<file path="config.mk">
export PLATFORM = sky130hd
export DESIGN_NAME = load_store_unit_flat
export DESIGN_NICKNAME = d
export VERILOG_FILES = /design/src/rtl/load_store_unit_pkg.sv /design/src/rtl/load_store_unit_if.sv /design/src/rtl/lsu_lane_align.sv /design/src/rtl/load_store_unit.sv /design/src/flat_wrapper.sv
export SDC_FILE = /design/constraint.sdc
export NUM_CORES = 1
export LEC_CHECK = 0
export BUFFER_PORTS_ARGS = -buffer_cell sky130_fd_sc_hd__buf_2
export CAP_MARGIN = 10
export CORE_AREA = 3 3 135 137
export CTS_BUF_LIST = sky130_fd_sc_hd__clkbuf_8 sky130_fd_sc_hd__clkbuf_16
export CTS_CLUSTER_DIAMETER = 50
export DETAILED_ROUTE_END_ITERATION = 6
export DIE_AREA = 0 0 138 140
export PLACE_DENSITY_LB_ADDON = 0.3
export SLEW_MARGIN = 20
export SYNTH_ARGS = -nofsm -noshare
export SYNTH_HDL_FRONTEND = slang
export SYNTH_SLANG_ARGS = --single-unit
</file>
<file path="constraint.sdc">
create_clock -name clock -period 2.6 [get_ports clock]
set_clock_uncertainty 0.05 [all_clocks]
set_input_delay 0 -clock clock [delete_from_list [all_inputs] [get_ports clock]]
set_output_delay 0 -clock clock [all_outputs]
set_load 0.02 [all_outputs]
</file>
<file path="src/rtl/load_store_unit_pkg.sv">
// Shared types and helpers for the load/store unit: access widths, FSM states, lane math.
package load_store_unit_pkg;

  localparam int unsigned XLEN               = 32;
  localparam int unsigned LOG_MEM_SIZE_WORDS = 14;
  localparam int unsigned BYTE_LANES         = XLEN / 8;
  localparam int unsigned IDX_W              = XLEN - 2;

  typedef enum logic [1:0] {
    WRITE_BYTE = 2'd0,
    WRITE_HALF = 2'd1,
    WRITE_WORD = 2'd2
  } write_width_t;

  typedef enum logic [2:0] {
    IDLE    = 3'd0,
    RD_ADDR = 3'd1,
    RD_DATA = 3'd2,
    WR      = 3'd3,
    RESP    = 3'd4
  } lsu_state_t;

  function automatic logic [2:0] width_bytes(input write_width_t w);
    case (w)
      WRITE_BYTE: return 3'd1;
      WRITE_HALF: return 3'd2;
      default:    return 3'd4;
    endcase
  endfunction

  function automatic logic [XLEN-1:0] width_mask(input write_width_t w);
    case (w)
      WRITE_BYTE: return XLEN'(8'hFF);
      WRITE_HALF: return XLEN'(16'hFFFF);
      default:    return {XLEN{1'b1}};
    endcase
  endfunction

  // An access is misaligned when its bytes spill past the end of the addressed word.
  function automatic logic is_misaligned(input write_width_t w, input logic [1:0] off);
    return (4'(off) + 4'(width_bytes(w))) > 4'(BYTE_LANES);
  endfunction

  function automatic logic [XLEN-1:0] word_index(input logic [XLEN-1:0] addr);
    return {2'b00, addr[XLEN-1:2]};
  endfunction

endpackage

</file>
<file path="src/rtl/load_store_unit_if.sv">
// Request/response channel between the execute stage (master) and the load/store unit (slave).
interface load_store_unit_if;
  import load_store_unit_pkg::*;

  logic                req_valid;
  logic                req_ready;
  logic                req_write;
  write_width_t        req_width;
  logic                req_unsigned;
  logic [XLEN-1:0]     req_addr;
  logic [XLEN-1:0]     req_wdata;
  logic                resp_valid;
  logic [XLEN-1:0]     resp_rdata;
  logic                resp_fault;

  modport master (
    output req_valid, req_write, req_width, req_unsigned, req_addr, req_wdata,
    input  req_ready, resp_valid, resp_rdata, resp_fault
  );

  modport slave (
    input  req_valid, req_write, req_width, req_unsigned, req_addr, req_wdata,
    output req_ready, resp_valid, resp_rdata, resp_fault
  );

endinterface

</file>
<file path="src/rtl/lsu_lane_align.sv">
// Combinational lane logic: load extract/extend across one or two words, and store lane merge
// for the word selected by hi_phase.
module lsu_lane_align
  import load_store_unit_pkg::*;
(
  input  logic [1:0]      offset,
  input  write_width_t    width,
  input  logic            is_unsigned,
  input  logic            hi_phase,
  input  logic [XLEN-1:0] cur_word,
  input  logic [XLEN-1:0] prev_word,
  input  logic [XLEN-1:0] wdata,
  output logic [XLEN-1:0] load_data,
  output logic [XLEN-1:0] merged_word
);

  logic [2*XLEN-1:0] rd_pair;
  logic [2*XLEN-1:0] wr_shifted;
  logic [2*XLEN-1:0] wr_mask;
  logic [XLEN-1:0]   lane_mask;
  logic [XLEN-1:0]   rd_field;
  logic [XLEN-1:0]   word_data;
  logic [XLEN-1:0]   word_mask;
  logic [4:0]        shamt;

  always_comb begin
    shamt     = {offset, 3'b000};
    lane_mask = width_mask(width);

    // In the high phase the previously captured low word sits below the current one.
    rd_pair  = hi_phase ? {cur_word, prev_word} : {XLEN'(0), cur_word};
    rd_field = XLEN'(rd_pair >> shamt) & lane_mask;

    load_data = rd_field;
    if (!is_unsigned) begin
      case (width)
        WRITE_BYTE: load_data = {{(XLEN-8){rd_field[7]}}, rd_field[7:0]};
        WRITE_HALF: load_data = {{(XLEN-16){rd_field[15]}}, rd_field[15:0]};
        default:    load_data = rd_field;
      endcase
    end

    wr_shifted  = {XLEN'(0), wdata & lane_mask} << shamt;
    wr_mask     = {XLEN'(0), lane_mask} << shamt;
    word_data   = hi_phase ? wr_shifted[2*XLEN-1:XLEN] : wr_shifted[XLEN-1:0];
    word_mask   = hi_phase ? wr_mask[2*XLEN-1:XLEN]    : wr_mask[XLEN-1:0];
    merged_word = (cur_word & ~word_mask) | (word_data & word_mask);
  end

endmodule

</file>
<file path="src/rtl/load_store_unit.sv">
// Hart-side load/store initiator for the word-addressed data memory.
// Define LSU_MISALIGN_SPLIT_EN to run misaligned accesses as two word phases instead of faulting.
module load_store_unit
  import load_store_unit_pkg::*;
(
  input  logic               clock,
  input  logic               reset_n,
  load_store_unit_if.slave   lsu,
  output logic [XLEN-1:0]    mem_waddr,
  output logic [XLEN-1:0]    mem_raddr,
  output write_width_t       mem_wwidth,
  output logic               mem_wenable,
  output logic [XLEN-1:0]    mem_wdata,
  input  logic [XLEN-1:0]    mem_rdata
);

`ifdef LSU_MISALIGN_SPLIT_EN
  localparam bit SPLIT_EN = 1'b1;
`else
  localparam bit SPLIT_EN = 1'b0;
`endif

  lsu_state_t      state_q, state_d;
  logic            write_q, write_d;
  write_width_t    width_q, width_d;
  logic            unsigned_q, unsigned_d;
  logic [XLEN-1:0] addr_q, addr_d;
  logic [XLEN-1:0] wdata_q, wdata_d;
  logic            phase_q, phase_d;
  logic [XLEN-1:0] lo_word_q, lo_word_d;

  logic            req_ready_q, req_ready_d;
  logic            resp_valid_q, resp_valid_d;
  logic [XLEN-1:0] resp_rdata_q, resp_rdata_d;
  logic            resp_fault_q, resp_fault_d;
  logic [XLEN-1:0] mem_waddr_q, mem_waddr_d;
  logic [XLEN-1:0] mem_raddr_q, mem_raddr_d;
  write_width_t    mem_wwidth_q, mem_wwidth_d;
  logic            mem_wenable_q, mem_wenable_d;
  logic [XLEN-1:0] mem_wdata_q, mem_wdata_d;

  logic            accept;
  logic [1:0]      req_off;
  logic            req_mis;
  logic            last_phase;
  logic [XLEN-1:0] load_data;
  logic [XLEN-1:0] merged_word;

  lsu_lane_align u_align (
    .offset      (addr_q[1:0]),
    .width       (width_q),
    .is_unsigned (unsigned_q),
    .hi_phase    (phase_q),
    .cur_word    (mem_rdata),
    .prev_word   (lo_word_q),
    .wdata       (wdata_q),
    .load_data   (load_data),
    .merged_word (merged_word)
  );

  always_comb begin
    accept     = lsu.req_valid && req_ready_q;
    req_off    = lsu.req_addr[1:0];
    req_mis    = is_misaligned(lsu.req_width, req_off);
    // Only a split access has a second phase still to run after phase 0.
    last_phase = !(SPLIT_EN && is_misaligned(width_q, addr_q[1:0])) || phase_q;
  end

  // Next-state and registered-output decode.
  always_comb begin
    state_d      = state_q;
    write_d      = write_q;
    width_d      = width_q;
    unsigned_d   = unsigned_q;
    addr_d       = addr_q;
    wdata_d      = wdata_q;
    phase_d      = phase_q;
    lo_word_d    = lo_word_q;
    resp_valid_d = 1'b0;
    resp_rdata_d = resp_rdata_q;
    resp_fault_d = resp_fault_q;
    mem_waddr_d  = mem_waddr_q;
    mem_raddr_d  = mem_raddr_q;
    mem_wwidth_d = mem_wwidth_q;
    mem_wdata_d  = mem_wdata_q;

    case (state_q)
      IDLE: begin
        if (accept) begin
          write_d    = lsu.req_write;
          width_d    = lsu.req_width;
          unsigned_d = lsu.req_unsigned;
          addr_d     = lsu.req_addr;
          wdata_d    = lsu.req_wdata;
          phase_d    = 1'b0;
          if (req_mis && !SPLIT_EN) begin
            state_d      = RESP;
            resp_valid_d = 1'b1;
            resp_fault_d = 1'b1;
            resp_rdata_d = '0;
          end else if (lsu.req_write && (req_off == 2'd0)) begin
            state_d      = WR;
            mem_waddr_d  = word_index(lsu.req_addr);
            mem_wwidth_d = lsu.req_width;
            mem_wdata_d  = lsu.req_wdata;
          end else begin
            state_d     = RD_ADDR;
            mem_raddr_d = word_index(lsu.req_addr);
          end
        end
      end

      RD_ADDR: state_d = RD_DATA;

      RD_DATA: begin
        if (write_q) begin
          state_d      = WR;
          mem_waddr_d  = mem_raddr_q;
          mem_wwidth_d = WRITE_WORD;
          mem_wdata_d  = merged_word;
        end else if (!last_phase) begin
          state_d     = RD_ADDR;
          phase_d     = 1'b1;
          lo_word_d   = mem_rdata;
          mem_raddr_d = {2'b00, addr_q[XLEN-1:2] + IDX_W'(1)};
        end else begin
          state_d      = RESP;
          resp_valid_d = 1'b1;
          resp_fault_d = 1'b0;
          resp_rdata_d = load_data;
        end
      end

      WR: begin
        if (!last_phase) begin
          state_d     = RD_ADDR;
          phase_d     = 1'b1;
          mem_raddr_d = {2'b00, addr_q[XLEN-1:2] + IDX_W'(1)};
        end else begin
          state_d      = RESP;
          resp_valid_d = 1'b1;
          resp_fault_d = 1'b0;
          resp_rdata_d = '0;
        end
      end

      RESP:    state_d = IDLE;
      default: state_d = IDLE;
    endcase

    mem_wenable_d = (state_d == WR);
    req_ready_d   = (state_d == IDLE);
  end

  always_ff @(posedge clock or negedge reset_n) begin
    if (!reset_n) begin
      state_q       <= IDLE;
      write_q       <= 1'b0;
      width_q       <= WRITE_BYTE;
      unsigned_q    <= 1'b0;
      addr_q        <= '0;
      wdata_q       <= '0;
      phase_q       <= 1'b0;
      lo_word_q     <= '0;
      req_ready_q   <= 1'b1;
      resp_valid_q  <= 1'b0;
      resp_rdata_q  <= '0;
      resp_fault_q  <= 1'b0;
      mem_waddr_q   <= '0;
      mem_raddr_q   <= '0;
      mem_wwidth_q  <= WRITE_BYTE;
      mem_wenable_q <= 1'b0;
      mem_wdata_q   <= '0;
    end else begin
      state_q       <= state_d;
      write_q       <= write_d;
      width_q       <= width_d;
      unsigned_q    <= unsigned_d;
      addr_q        <= addr_d;
      wdata_q       <= wdata_d;
      phase_q       <= phase_d;
      lo_word_q     <= lo_word_d;
      req_ready_q   <= req_ready_d;
      resp_valid_q  <= resp_valid_d;
      resp_rdata_q  <= resp_rdata_d;
      resp_fault_q  <= resp_fault_d;
      mem_waddr_q   <= mem_waddr_d;
      mem_raddr_q   <= mem_raddr_d;
      mem_wwidth_q  <= mem_wwidth_d;
      mem_wenable_q <= mem_wenable_d;
      mem_wdata_q   <= mem_wdata_d;
    end
  end

  assign lsu.req_ready  = req_ready_q;
  assign lsu.resp_valid = resp_valid_q;
  assign lsu.resp_rdata = resp_rdata_q;
  assign lsu.resp_fault = resp_fault_q;
  assign mem_waddr      = mem_waddr_q;
  assign mem_raddr      = mem_raddr_q;
  assign mem_wwidth     = mem_wwidth_q;
  assign mem_wenable    = mem_wenable_q;
  assign mem_wdata      = mem_wdata_q;

endmodule

</file>
<file path="src/flat_wrapper.sv">
// flat-port wrapper written by rule: the top's interface ports become plain ports
module load_store_unit_flat import load_store_unit_pkg::*;
  (clock, reset_n, mem_waddr, mem_raddr, mem_wwidth, mem_wenable, mem_wdata, mem_rdata, lsu_req_valid, lsu_req_write, lsu_req_width, lsu_req_unsigned, lsu_req_addr, lsu_req_wdata, lsu_req_ready, lsu_resp_valid, lsu_resp_rdata, lsu_resp_fault);
  load_store_unit_if lsu_i ();
  input  logic clock;
  input  logic reset_n;
  output logic [XLEN-1:0] mem_waddr;
  output logic [XLEN-1:0] mem_raddr;
  output write_width_t mem_wwidth;
  output logic mem_wenable;
  output logic [XLEN-1:0] mem_wdata;
  input  logic [XLEN-1:0] mem_rdata;
  input wire logic [$bits(lsu_i.req_valid)-1:0] lsu_req_valid;
  input wire logic [$bits(lsu_i.req_write)-1:0] lsu_req_write;
  input wire logic [$bits(lsu_i.req_width)-1:0] lsu_req_width;
  input wire logic [$bits(lsu_i.req_unsigned)-1:0] lsu_req_unsigned;
  input wire logic [$bits(lsu_i.req_addr)-1:0] lsu_req_addr;
  input wire logic [$bits(lsu_i.req_wdata)-1:0] lsu_req_wdata;
  output wire logic [$bits(lsu_i.req_ready)-1:0] lsu_req_ready;
  output wire logic [$bits(lsu_i.resp_valid)-1:0] lsu_resp_valid;
  output wire logic [$bits(lsu_i.resp_rdata)-1:0] lsu_resp_rdata;
  output wire logic [$bits(lsu_i.resp_fault)-1:0] lsu_resp_fault;
  assign lsu_i.req_valid = lsu_req_valid;
  assign lsu_i.req_write = lsu_req_write;
  assign lsu_i.req_width = lsu_req_width;
  assign lsu_i.req_unsigned = lsu_req_unsigned;
  assign lsu_i.req_addr = lsu_req_addr;
  assign lsu_i.req_wdata = lsu_req_wdata;
  assign lsu_req_ready = lsu_i.req_ready;
  assign lsu_resp_valid = lsu_i.resp_valid;
  assign lsu_resp_rdata = lsu_i.resp_rdata;
  assign lsu_resp_fault = lsu_i.resp_fault;
  load_store_unit u_core (.clock(clock), .reset_n(reset_n), .lsu(lsu_i), .mem_waddr(mem_waddr), .mem_raddr(mem_raddr), .mem_wwidth(mem_wwidth), .mem_wenable(mem_wenable), .mem_wdata(mem_wdata), .mem_rdata(mem_rdata));
endmodule
</file>
# [Word level (Yosys, flattened, before mapping)]
# Index checks and enable logic that the tools add are counted.
# W data, S select, Z words.
[word_totals] register_bits=173 inputBits=103 output_inout_bits=134
[classes] n_addsub=1 n_lt_le_gt_ge=1 eq_ne=12 shift=3 n_mux=36 bitwise=8 n_reduce_logical=13
[ops] operator="$mux W32" n=12
[ops] operator="$pmux W32 S2" n=4
[ops] operator="$and A32 B32 Y32" n=4
[ops] operator="$pmux W32 S3" n=1
[ops] operator="$shl A32 B5 Y32" n=2
[ops] operator="$not A32 Y32" n=1
[ops] operator="$or A32 B32 Y32" n=1
[ops] operator="$shr A32 B5 Y32" n=1
[ops] operator="$pmux W3 S4" n=1
[ops] operator="$mux W2" n=5
[ops] operator="$eq A3 B2 Y1 const B" n=3
[ops] operator="$mux W3" n=3
[ops] operator="$ne A2 B1 Y1 const B" n=4
[ops] operator="$reduce_and A4 Y1" n=2
[ops] operator="$logic_not A2 Y1" n=3
[ops] operator="$logic_not A3 Y1" n=2
[ops] operator="$mux W1" n=6
[ops] operator="$pmux W1 S3" n=2
[ops] operator="$pmux W3 S2" n=1
[ops] operator="$reduce_and A5 Y1" n=1
[ops] operator="$add A2 B3 Y4" n=1
[ops] operator="$eq A2 B1 Y1 const B" n=2
[ops] operator="$gt A4 B3 Y1 const B" n=1
[ops] operator="$ne A2 B2 Y1 const B" n=2
[ops] operator="other kinds (7)" n=9

# [Longest topological paths before layout]
[depth] word_depth=8 depth_mapped=10 mapped_depth_nobuf=8

# [Modules after synthesis]
# A second synthesis with hierarchy kept.
[hier_totals] cells_unflattened=953 hier_area_um2=10008.3
[by_module_without_submodules] mod="load_store_unit" n_inst=1 cells_each=609 area_each_um2=7503.4 seq_area_each_um2=4280.4
[by_module_without_submodules] mod="lsu_lane_align" n_inst=1 cells_each=344 area_each_um2=2504.9 seq_area_each_um2=0.0

# [Worst setup path after synthesis]
# OpenSTA, ideal clock, no wires.
[synth_path] path_kind="input to register" startpoint="in lsu_req_width[1]" endpoint="reg u_core.mem_raddr_q[0], in the netlist u_core.mem_raddr[0]" t_arrival_ns=1.804 required_time_ns=2.425 slack_ns=0.621 stages=8 n_path_buf=1 cell_sequence="nor2_1 -> ha_1 -> fa_1 -> nor2_1 -> o22ai_1 -> nor3_1 -> buf_2 -> mux2_2"
[synth_via] elab_chain_len=6
[synth_rtl] item="start, declared" line="flat_wrapper.sv:15" source="input wire logic [$bits(lsu_i.req_width)-1:0] lsu_req_width;"
[synth_rtl] item="$eq A2 B1 Y1 or $logic_not A2 Y1 (tied branches)" line="load_store_unit_pkg.sv:24" source="case (w)"
[synth_rtl] item="$pmux W3 S2 *" line="load_store_unit_pkg.sv:24"
[synth_rtl] item="$add A2 B3 Y4 *" line="load_store_unit_pkg.sv:41" source="return (4'(off) + 4'(width_bytes(w))) > 4'(BYTE_LANES);"
[synth_rtl] item="$gt A4 B3 Y1 *" line="load_store_unit_pkg.sv:41"
[synth_rtl] item="$not A1 Y1 (no line) *"
[synth_rtl] item="$reduce_and A4 Y1 (no line) *"
[synth_rtl] item="end signal, assigned" line="load_store_unit.sv:188" source="mem_raddr_q <= mem_raddr_d;"
[synth_rtl] item="end, declared" line="load_store_unit.sv:37" source="logic [XLEN-1:0] mem_raddr_q, mem_raddr_d;"
# Mark *: on every way between the ends. The rest lies on a longest branch, timed or not.
# A chain may end at the register's enable or synchronous reset.

# [Worst setup path after layout]
[layout_path] startpoint="in lsu_req_width[1]" endpoint="reg u_core.resp_rdata_q[8], in the netlist u_core.lsu.resp_rdata[8]"
[layout_via] elab_chain_len=6
[layout_rtl] item="$eq A2 B1 Y1 or $logic_not A2 Y1 (tied branches)" line="load_store_unit_pkg.sv:24"
[layout_rtl] item="$pmux W3 S2 *" line="load_store_unit_pkg.sv:24"
[layout_rtl] item="$add A2 B3 Y4 *" line="load_store_unit_pkg.sv:41"
[layout_rtl] item="$gt A4 B3 Y1 *" line="load_store_unit_pkg.sv:41"
[layout_rtl] item="$ne A2 B1 Y1 (no line) *"
[layout_rtl] item="$reduce_and A4 Y1 (no line) *"
[layout_rtl] item="end signal, assigned" line="load_store_unit.sv:185" source="resp_rdata_q <= resp_rdata_d;"
[layout_rtl] item="end, declared" line="load_store_unit.sv:34" source="logic [XLEN-1:0] resp_rdata_q, resp_rdata_d;"
# Marked as above.

==> results_dict.tcl <==
set metrics [dict create \
    r2r_slack_ps 430 \
    drv_slew 0 \
    postLayoutCoreUtil 0.6965 \
    synthDistinctLibCells 57 \
    ys_warn_count 0 \
    worstSetupStartpointType "primary input" \
    grt_antenna_before_repair 0 \
    io_pins 237 \
    drv_cap 0 \
    yosys-top-cells-count "249 x nand2_1, 170 x dfrtp_1, 43 x o21ai_0, 41 x clkbuf_1, 36 x mux2_2" \
    drive_gt1_frac 0.2851 \
    yosysMostFrequentCell "nand2_1" \
    clkTransAtPathRegs_ps 70 \
    max_freq_mhz 419.1 \
    cp_slowest_cell "dlygate4sd3_1" \
    num_rows 48 \
    worst_skew_pair.late_latency_ps 430 \
    seq_area_frac_synth 0.4770 \
    holdCritStartpoint "mem_rdata[6]" \
    postCtsSetupRepairBufs 0 \
    synth-edff-count 0 \
    cts-resized-gates 0 \
    hold_depth 4 \
    nets 1345 \
    die_area_um2 19320 \
    synth_cells 938 \
    reg2regPathDepth 4 \
    first_iter_violations 620 \
    synth.cell_area_um2 8974 \
    dpl.hpwl_um 19410 \
    r2r-end "u_core.mem_wdata[21]" \
    coreArea_um2 17180 \
    synthTopCellsByArea "dfrtp_1 47%, nand2_1 10%, mux2_2 4.5%" \
    synthArstFlopShare 1.000 \
    endpoint "u_core.lsu.resp_rdata[8]" \
    hold_viol_final 0 \
    cts_max_level 4 \
    routed_wl_um 28200 \
    cp_slowest_stage_delay_ps 540 \
    drc 0 \
    leakage_nw 5.743 \
    avgRoutedWirePerCell_um 19.10 \
    ctsLongestPathBuffers 2 \
    top_layer "met4" \
    area_growth_pct 33.32 \
    cp_data_required_time_ps 2880 \
    peakVddDrop_v 0.0007154 \
    drtPass1Iterations 5 \
    postCtsHoldBufs 94 \
    design_area_um2 11960 \
    cp-startpoint "lsu_req_width[1]" \
    fin_tns_setup_ps 0 \
    met1_length_um 11420 \
    diodes 0 \
    worst_pin_slew_ps 717.4 \
    grt_pass1_vias 8501 \
    ant_nets 0 \
    nFillCells 1279 \
    wl_met2_um 13580 \
    reg2reg_from "u_core.addr_q[0]" \
    die_w_um 138 \
    crit_chain "dlygate4sd3_1 -> buf_2 -> nor2_1 -> ha_1 -> fa_1 -> nor2_1 -> o22ai_1 -> buf_4 -> a21boi_2 -> buf_4 -> o2bb2ai_1" \
    dpl_cell_area_um2 10430 \
    cp.arrival_ps 2670 \
    crit_path_end_kind "register" \
    outcome "completed" \
    synth_ff_type "dfrtp_1" \
    dp_cells 1351 \
    clock_sinks 171 \
    powerDensity_nw_per_um2 1252 \
    wl_met3_um 2530 \
    grt_pass1_wl_um 45260 \
    portBuffers 232 \
    critical_path.max_fanout 24 \
    critPathKind "in2reg" \
    yosysTopAreaCellShare 0.4741 \
    numCtsBuffers 17 \
    dr_total_vias 8522 \
    synth-seq-cells 171 \
    whs_ps 14.87 \
    fin_crit_sh 0.9177 \
    gp_congestion 0.9241 \
    finalPower_mw 14.98 \
    clock-root-buffer "clkbuf_16" \
    grt_overflow_total 0 \
    avgViaCountPerCell 5.770 \
    maxSlewHeadroom 0.5217 \
    syn_area_per_cell_um2 9.567 \
    die_height_um 140 \
    grt_max_degree 63 \
    grt_setup_unrepaired "false" \
    hp-class "in2reg" \
    setup_violations 0 \
    period_minus_slack_ps 2386 \
    post-place-ws_ps 361.6 \
    start_util 0.5224 \
    cts_tree "built" \
    yosys.area.top_type "dfrtp_1" \
    final_cells 1477 \
    fin_ws_ps 214.0 \
    grtUsageTotal 0.2890 \
]
-- worst max-delay path, delay by kind of cell --
kind            cells  cell delay (ps)
simple gates        2              280
compound gates      3              520
buf+inv             4             1220
fa+ha+maj           2              610
-- state kept, by name (all words and copies together), names as in the netlist --
name	count
u_core.lsu.req_ready	1
u_core.mem_wdata	32
u_core.state_q	3
u_core.addr_q	2
u_core.lsu.resp_valid	1
u_core.lsu.resp_rdata	32
u_core.mem_wwidth	2
u_core.wdata_q	32
u_core.unsigned_q	1
u_core.width_q	2
u_core.lsu.resp_fault	1
u_core.write_q	1
u_core.mem_raddr	30
u_core.mem_waddr	30
u_core.mem_wenable	1
-- routing by layer --
metal	up-vias	global-route usage
li1	3915	-
met1	4107	0.3815
met2	447	0.4761
met3	53	0.06111
met4	0	0.1019
met5	-	0
-- cells by family (layout without fill, tap and decap cells) --
logic type,after synthesis,count (layout),share of synthesized area
other cells,1,4,0.0004179
fa+ha+maj,3,3,0.005019
xor+xnor,1,1,0.0009762
flops,171,171,0.4770
simple gates,335,335,0.1594
mux,105,105,0.1284
compound gates,218,218,0.1785
buf+inv,104,415,0.05034
-- layout make-up --
type                    instances  area (um2)  area share
well taps                     225       281.5     0.02353
flip-flops and latches        171        4285      0.3582
clock inverters                14       158.9     0.01328
clock buffers                  18       439.2     0.03671
multi-input cells             666        4265      0.3565
inverters                      24       90.09    0.007530
repair buffers                359        2444      0.2042
-- placed cells by master (no fill, tap or decap), types with 8 or more instances in the layout --
cell,netlist,routed
mux2i_1,33,33
nand2b_1,9,9
clkbuf_16,0,17
o31ai_1,13,13
o22ai_1,12,12
o311ai_0,13,13
a21oi_1,29,29
o21ai_0,43,43
nor2_1,33,33
nor2b_1,19,19
dfrtp_1,170,168
inv_1,22,22
o2bb2ai_1,16,16
buf_2,25,231
o221ai_1,10,10
nand2_1,249,249
mux2_1,35,35
a211oi_1,8,8
mux2_2,36,36
buf_4,4,26
a31oi_1,13,13
o32ai_1,14,14
a311oi_1,10,10
dlygate4sd3_1,0,94
-- power breakdown --
| part | switching [mW] | internal, mW |
|---|---|---|
| sequential | 1.10 | 3.93 |
| combinational | 4.48 | 2.88 |
| clock | 1.13 | 1.47 |
-- worst min path at each step --
| stage | end | slack (ps) |
|---|---|---|
| floorplan | u_core.addr_q[0] | -350 |
| global placement | u_core.lsu.resp_rdata[30] | -20 |
| detailed placement | u_core.lsu.resp_rdata[18] | -20 |
| CTS | u_core.mem_wdata[6] | 4 |
| global route | u_core.lsu.resp_rdata[3] | 40 |
| finish | u_core.mem_wdata[6] | 10 |
No activity file was read; power rests on OpenSTA's default activity.
